<file path="src/rtl/zled_pkg.sv">
// Shared definitions for the front-panel LED driver: command mode encodings,
// channel state enum and channel count.
package zled_pkg;

    localparam int unsigned NUM_CHAN = 4;

    localparam logic [1:0] MODE_OFF   = 2'd0;
    localparam logic [1:0] MODE_ON    = 2'd1;
    localparam logic [1:0] MODE_BLINK = 2'd2;
    localparam logic [1:0] MODE_PULSE = 2'd3;

    typedef enum logic [2:0] {
        S_OFF,
        S_ON,
        S_BLK_ON,
        S_BLK_OFF,
        S_PULSE
    } chan_state_t;

    function automatic int unsigned max3(input int unsigned a, input int unsigned b,
                                         input int unsigned c);
        int unsigned m;
        m = (a > b) ? a : b;
        return (m > c) ? m : c;
    endfunction

endpackage

</file>
<file path="src/rtl/zled_channel.sv">
// One LED channel: pattern FSM with a tick-driven phase counter and a
// remaining-flash count for finite blinks.
module zled_channel
    import zled_pkg::*;
#(
    parameter int unsigned ON_TICKS    = 250,
    parameter int unsigned OFF_TICKS   = 250,
    parameter int unsigned PULSE_TICKS = 100
) (
    input  logic       clk,
    input  logic       rst,
    input  logic       en,
    input  logic       tick,
    input  logic       load,
    input  logic [1:0] cmd_mode,
    input  logic [3:0] cmd_count,
    output logic       led,
    output logic       busy
);

    localparam int unsigned PW = $clog2(max3(ON_TICKS, OFF_TICKS, PULSE_TICKS) + 1);

    chan_state_t   state_q, state_d;
    logic [PW-1:0] phase_q, phase_d;
    logic [3:0]    remain_q, remain_d;
    logic          timed;

    always_ff @(posedge clk) begin
        if (rst) begin
            state_q  <= S_OFF;
            phase_q  <= '0;
            remain_q <= '0;
        end else begin
            state_q  <= state_d;
            phase_q  <= phase_d;
            remain_q <= remain_d;
        end
    end

    assign timed = (state_q == S_BLK_ON) || (state_q == S_BLK_OFF) || (state_q == S_PULSE);

    // A load overrides any tick on the same edge, so that tick never counts toward the new phase.
    always_comb begin
        state_d  = state_q;
        phase_d  = phase_q;
        remain_d = remain_q;
        if (load) begin
            phase_d  = '0;
            remain_d = '0;
            case (cmd_mode)
                MODE_ON:    state_d = S_ON;
                MODE_BLINK: begin
                    state_d  = S_BLK_ON;
                    phase_d  = PW'(ON_TICKS);
                    remain_d = cmd_count;
                end
                MODE_PULSE: begin
                    state_d = S_PULSE;
                    phase_d = PW'(PULSE_TICKS);
                end
                default:    state_d = S_OFF;
            endcase
        end else if (tick && timed) begin
            if (phase_q != PW'(1)) begin
                phase_d = phase_q - PW'(1);
            end else begin
                case (state_q)
                    S_BLK_ON: begin
                        state_d = S_BLK_OFF;
                        phase_d = PW'(OFF_TICKS);
                    end
                    S_BLK_OFF: begin
                        if (remain_q == 4'd1) begin
                            state_d  = S_OFF;
                            phase_d  = '0;
                            remain_d = '0;
                        end else begin
                            state_d  = S_BLK_ON;
                            phase_d  = PW'(ON_TICKS);
                            remain_d = (remain_q == 4'd0) ? 4'd0 : remain_q - 4'd1;
                        end
                    end
                    default: begin
                        state_d = S_OFF;
                        phase_d = '0;
                    end
                endcase
            end
        end
    end

    always_comb begin
        led  = 1'b0;
        busy = 1'b0;
        if (en) begin
            led  = (state_q == S_ON) || (state_q == S_BLK_ON) || (state_q == S_PULSE);
            busy = (state_q == S_PULSE) ||
                   (((state_q == S_BLK_ON) || (state_q == S_BLK_OFF)) && (remain_q != 4'd0));
        end
    end

endmodule

</file>
<file path="src/rtl/zled_driver.sv">
// Four-channel front-panel LED driver: shared tick prescaler, command
// decode into per-channel load strobes, and the channel instances.
module zled_driver
    import zled_pkg::*;
#(
    parameter int unsigned TICK_DIV    = 50000,
    parameter int unsigned ON_TICKS    = 250,
    parameter int unsigned OFF_TICKS   = 250,
    parameter int unsigned PULSE_TICKS = 100
) (
    input  logic       clk,
    input  logic       rst,
    input  logic       en,
    input  logic       cmd_valid,
    output logic       cmd_ready,
    input  logic [1:0] cmd_chan,
    input  logic [1:0] cmd_mode,
    input  logic [3:0] cmd_count,
    output logic [3:0] oLed,
    output logic [3:0] busy
);

    localparam int unsigned PRE_W = $clog2(TICK_DIV);

    logic [PRE_W-1:0]    pre_q;
    logic                tick;
    logic                accept;
    logic [NUM_CHAN-1:0] load;

    assign tick      = en && (pre_q == PRE_W'(TICK_DIV - 1));
    assign cmd_ready = en && !rst;
    assign accept    = cmd_valid && cmd_ready;

    always_ff @(posedge clk) begin
        if (rst) begin
            pre_q <= '0;
        end else if (en) begin
            pre_q <= tick ? '0 : pre_q + PRE_W'(1);
        end
    end

    for (genvar i = 0; i < NUM_CHAN; i++) begin : g_chan
        assign load[i] = accept && (cmd_chan == 2'(i));

        zled_channel #(
            .ON_TICKS    (ON_TICKS),
            .OFF_TICKS   (OFF_TICKS),
            .PULSE_TICKS (PULSE_TICKS)
        ) u_chan (
            .clk       (clk),
            .rst       (rst),
            .en        (en),
            .tick      (tick),
            .load      (load[i]),
            .cmd_mode  (cmd_mode),
            .cmd_count (cmd_count),
            .led       (oLed[i]),
            .busy      (busy[i])
        );
    end

endmodule

</file>
<file path="config.mk">
export PLATFORM = sky130hd
export DESIGN_NAME = zled_driver
export DESIGN_NICKNAME = d
export VERILOG_FILES = /design/src/rtl/zled_pkg.sv /design/src/rtl/zled_channel.sv /design/src/rtl/zled_driver.sv
export SDC_FILE = /design/constraint.sdc
export NUM_CORES = 1
export LEC_CHECK = 0
export ABC_AREA = 1
export CAP_MARGIN = 5
export CORE_MARGIN = 5
export CORE_UTILIZATION = 25
export DETAILED_ROUTE_END_ITERATION = 10
export PLACE_DENSITY = 0.48
export SLEW_MARGIN = 20
export SYNTH_ARGS = -nofsm -noshare
export SYNTH_HDL_FRONTEND = slang
export SYNTH_SLANG_ARGS = --single-unit
</file>
<file path="constraint.sdc">
create_clock -name clk -period 2.2 [get_ports clk]
set_clock_uncertainty 0.2 [all_clocks]
set_input_delay 0.33 -clock clk [delete_from_list [all_inputs] [get_ports clk]]
set_output_delay 0.33 -clock clk [all_outputs]
set_load 0.02 [all_outputs]
</file>
==> flow_metrics.py <==
metrics = {
    "synth": {
        "netlist_top_cells_count": "nand2_1 (184), nor2_1 (151), inv_1 (115)",
        "synth_most_common_cell": "nand2_1",
        "synth_area_mm2": 0.00531,
        "syn_inst": 839,
        "synth_area_per_cell_um2": 6.32,
        "ys_seq_area_share_pct": 28.7,
        "syn_nets": 860,
        "synth-seq-cells": 76,
        "yosys_warnings": 0,
        "synth_edf_count": 0,
        "synth_cell_type_count": 42,
        "synth.area.top_cells": "dfxtp_1 (29%), nand2_1 (13%), nor2_1 (11%)",
        "synth_top_area_cell": "dfxtp_1",
        "synth_flop_cell": "dfxtp_1",
        "synth_top_area_share_pct": 28.7,
        "synthArstFlopShare_pct": 0,
    },
    "sta": {
        "setup_viol": 0,
        "worstMarginPinSlew_ns": 0.413,
        "whs_ns": 0.268,
        "drv_slew": 0,
        "rsz0062_at_grt": "false",
        "finalHoldViolCount": 0,
        "fmax_mhz": 469,
        "min_period_over_period_pct": 97.0,
        "fin_crit_ns": 2.13,
        "slew_headroom_pct": 72.3,
        "finalSetupTns_ns": 0,
    },
    "power": {
        "ir_drop_mv": 0.312,
        "power_uw": 3110,
        "leakagePower_uw": 0.00300,
        "power_density_mw_per_mm2": 479,
    },
    "setup_path": {
        "crit_buf_inv": 1,
        "cp_cell_sequence": "nor2_1 -> nand2_1 -> o21ai_1 -> a21oi_1 -> dlygate4sd2_1",
        "crit_path_end_kind": "output pin",
        "worstPathArrival_ns": 1.60,
        "path_max_fanout": 2,
        "critical_path_class": "register to output pin",
        "critPathSlowestCell": "dlygate4sd2_1",
        "cp.required_ns": 1.67,
        "worstSetupStartpointType": "register",
        "critical-path-top-delay-family": "compound AO/OA/AOI/OAI gates",
        "worst_path_largest_cell_delay_ns": 0.34,
    },
    "finish": {
        "layout.nets": 937,
        "n_antenna_cell": 0,
        "regArea_mm2": 0.00152,
        "drive_above_1_share_pct": 15.2,
        "area_delta_synth_final_pct": 22.4,
        "final_cells": 1195,
        "fillerInstances": 2385,
        "stdcell_area_mm2": 0.00650,
        "multi_input_area_mm2": 0.00316,
    },
    "clock_network": {
        "cts_tree": "built",
        "clock-sinks": 76,
        "clk_root_buffer_cell": "clkbuf_16",
        "clock_path_buffers": 2,
        "cts-hold-fix-buffers": 0,
        "clk_pin_slew_ns": 0.06,
        "clk_latency_ns": 0.34,
        "htree_levels": 3,
        "cts_buffers": 9,
    },
    "floorplanning": {
        "core_area_mm2": 0.0210,
        "die_y_um": 156,
        "dieArea_mm2": 0.0242,
        "ios": 21,
        "die_x_um": 156,
        "start_util_pct": 25.3,
        "core.rowCount": 53,
    },
    "global_routing": {
        "grt_usage_pct": 12.1,
        "grt_max_degree": 35,
        "grt-ovfl-total": 0,
        "grt_pass1_vias": 4840,
        "grt_pass1_wl_mm": 23.8,
        "antenna_found_initial": 0,
    },
    "placed_design": {
        "gp_congestion": 0.842,
        "port_buffers": 20,
        "post_dp_cell_area_mm2": 0.00621,
        "hpwl_mm": 10.8,
        "place_inst": 1178,
    },
    "route": {
        "drc_errors": 0,
        "drtIter0Drc": 230,
        "drtPass1Iterations": 5,
        "routed_wl_mm": 14.2,
        "viasPerCell": 4.36,
        "num_vias": 5216,
        "antenna_left": 0,
        "wl_per_cell_um": 11.9,
    },
    "flow_run": {
        "drv_cap": 0,
    },
    "hold_path": {
        "min_path_type": "register to register",
    },
    "outcome": {
        "outcome": "finished, final reports clean",
    },
}
==> report_power, final <==
group	switching, uW	internal, uW	total, uW	leakage, uW
clock network	582	817	1400	0.000135
logic	186	128	314	0.00225
registers	11.2	1390	1400	0.000613
total	779	2340	3110	0.00300
==> flip-flops by register name, indices dropped and copies added (netlist names) <==
register,cells
g_chan.u_chan.phase_q,32
g_chan.u_chan.remain_q,16
pre_q,16
g_chan.u_chan.state_q,12
==> through the flow <==
stage,util (%),setup WS (ns)
2_1_floorplan,-,0.411
3_3_place_gp,29.7,-0.238
3_5_place_dp,29.7,-0.278
4_1_cts,30.9,0.00810
5_1_grt,31.0,0.00296
6_report,31.0,0.0667
==> layer usage <==
layer	global-route usage, %	vias up	routed length, um
met1	16.7	2303	7190
met4	3.75	0	180
met3	2.61	10	596
li1	-	2827	-
met2	19.1	76	6210
met5	0	-	0
==> tightest hold or removal path, cell delays in order (launching register included) <==
cell and delay (ns):
dfxtp_1 0.32, inv_1 0.05, a21oi_1 0.05
==> worst paths after layout <==
check	start	end	slack [ns]	cells after the start
max reg2reg	pre_q[1]$_SDFFE_PP0P_	g_chan[2].u_chan.phase_q[0]$_SDFFE_PP0P_	0.24	11
min	pre_q[7]$_SDFFE_PP0P_	pre_q[7]$_SDFFE_PP0P_	0.27	2
max	g_chan[3].u_chan.remain_q[0]$_SDFFE_PP0P_	busy[3]	0.07	5
min reg2reg	pre_q[7]$_SDFFE_PP0P_	pre_q[7]$_SDFFE_PP0P_	0.27	2
==> kinds of logic after synthesis <==
group / count (synthesis) / synth area share, %
compound gates: 119 / 12.4
buf+inv: 146 / 12.2
fa+ha+maj: 9 / 2.12
xor+xnor: 13 / 2.15
simple gates: 476 / 42.5
flops: 76 / 28.7
==> placed cells by master (no fill, tap or decap), drive strengths merged, types with 5 or more instances in the layout <==
cell type,count
nand2,194
nor2,162
inv,121
nand3,85
dfxtp,76
buf,71
o21ai,66
a21oi,37
nand4,22
clkbuf,18
clkdlybuf4s50,11
xor2,10
ha,9
nor3,7
a31oi,5
==> cell type report <==
cell class / instances / share of cell area (%)
clock buffer: 13 / 4.01
clock inverter: 2 / 0.154
inverter: 121 / 7.03
multi-input combinational: 617 / 48.7
sequential: 76 / 23.4
tap: 275 / 5.30
timing repair buffer: 91 / 11.4
==> timing repair <==
item | 4_1_cts | 5_1_grt
buffers inserted | 0 | 2
endpoints found under the setup margin | 9 | 18
pin swaps | 0 | 1
gates resized for setup | 10 | 20
endpoints found under the hold margin | 0 | 0
(Power assumes the default switching activity.)
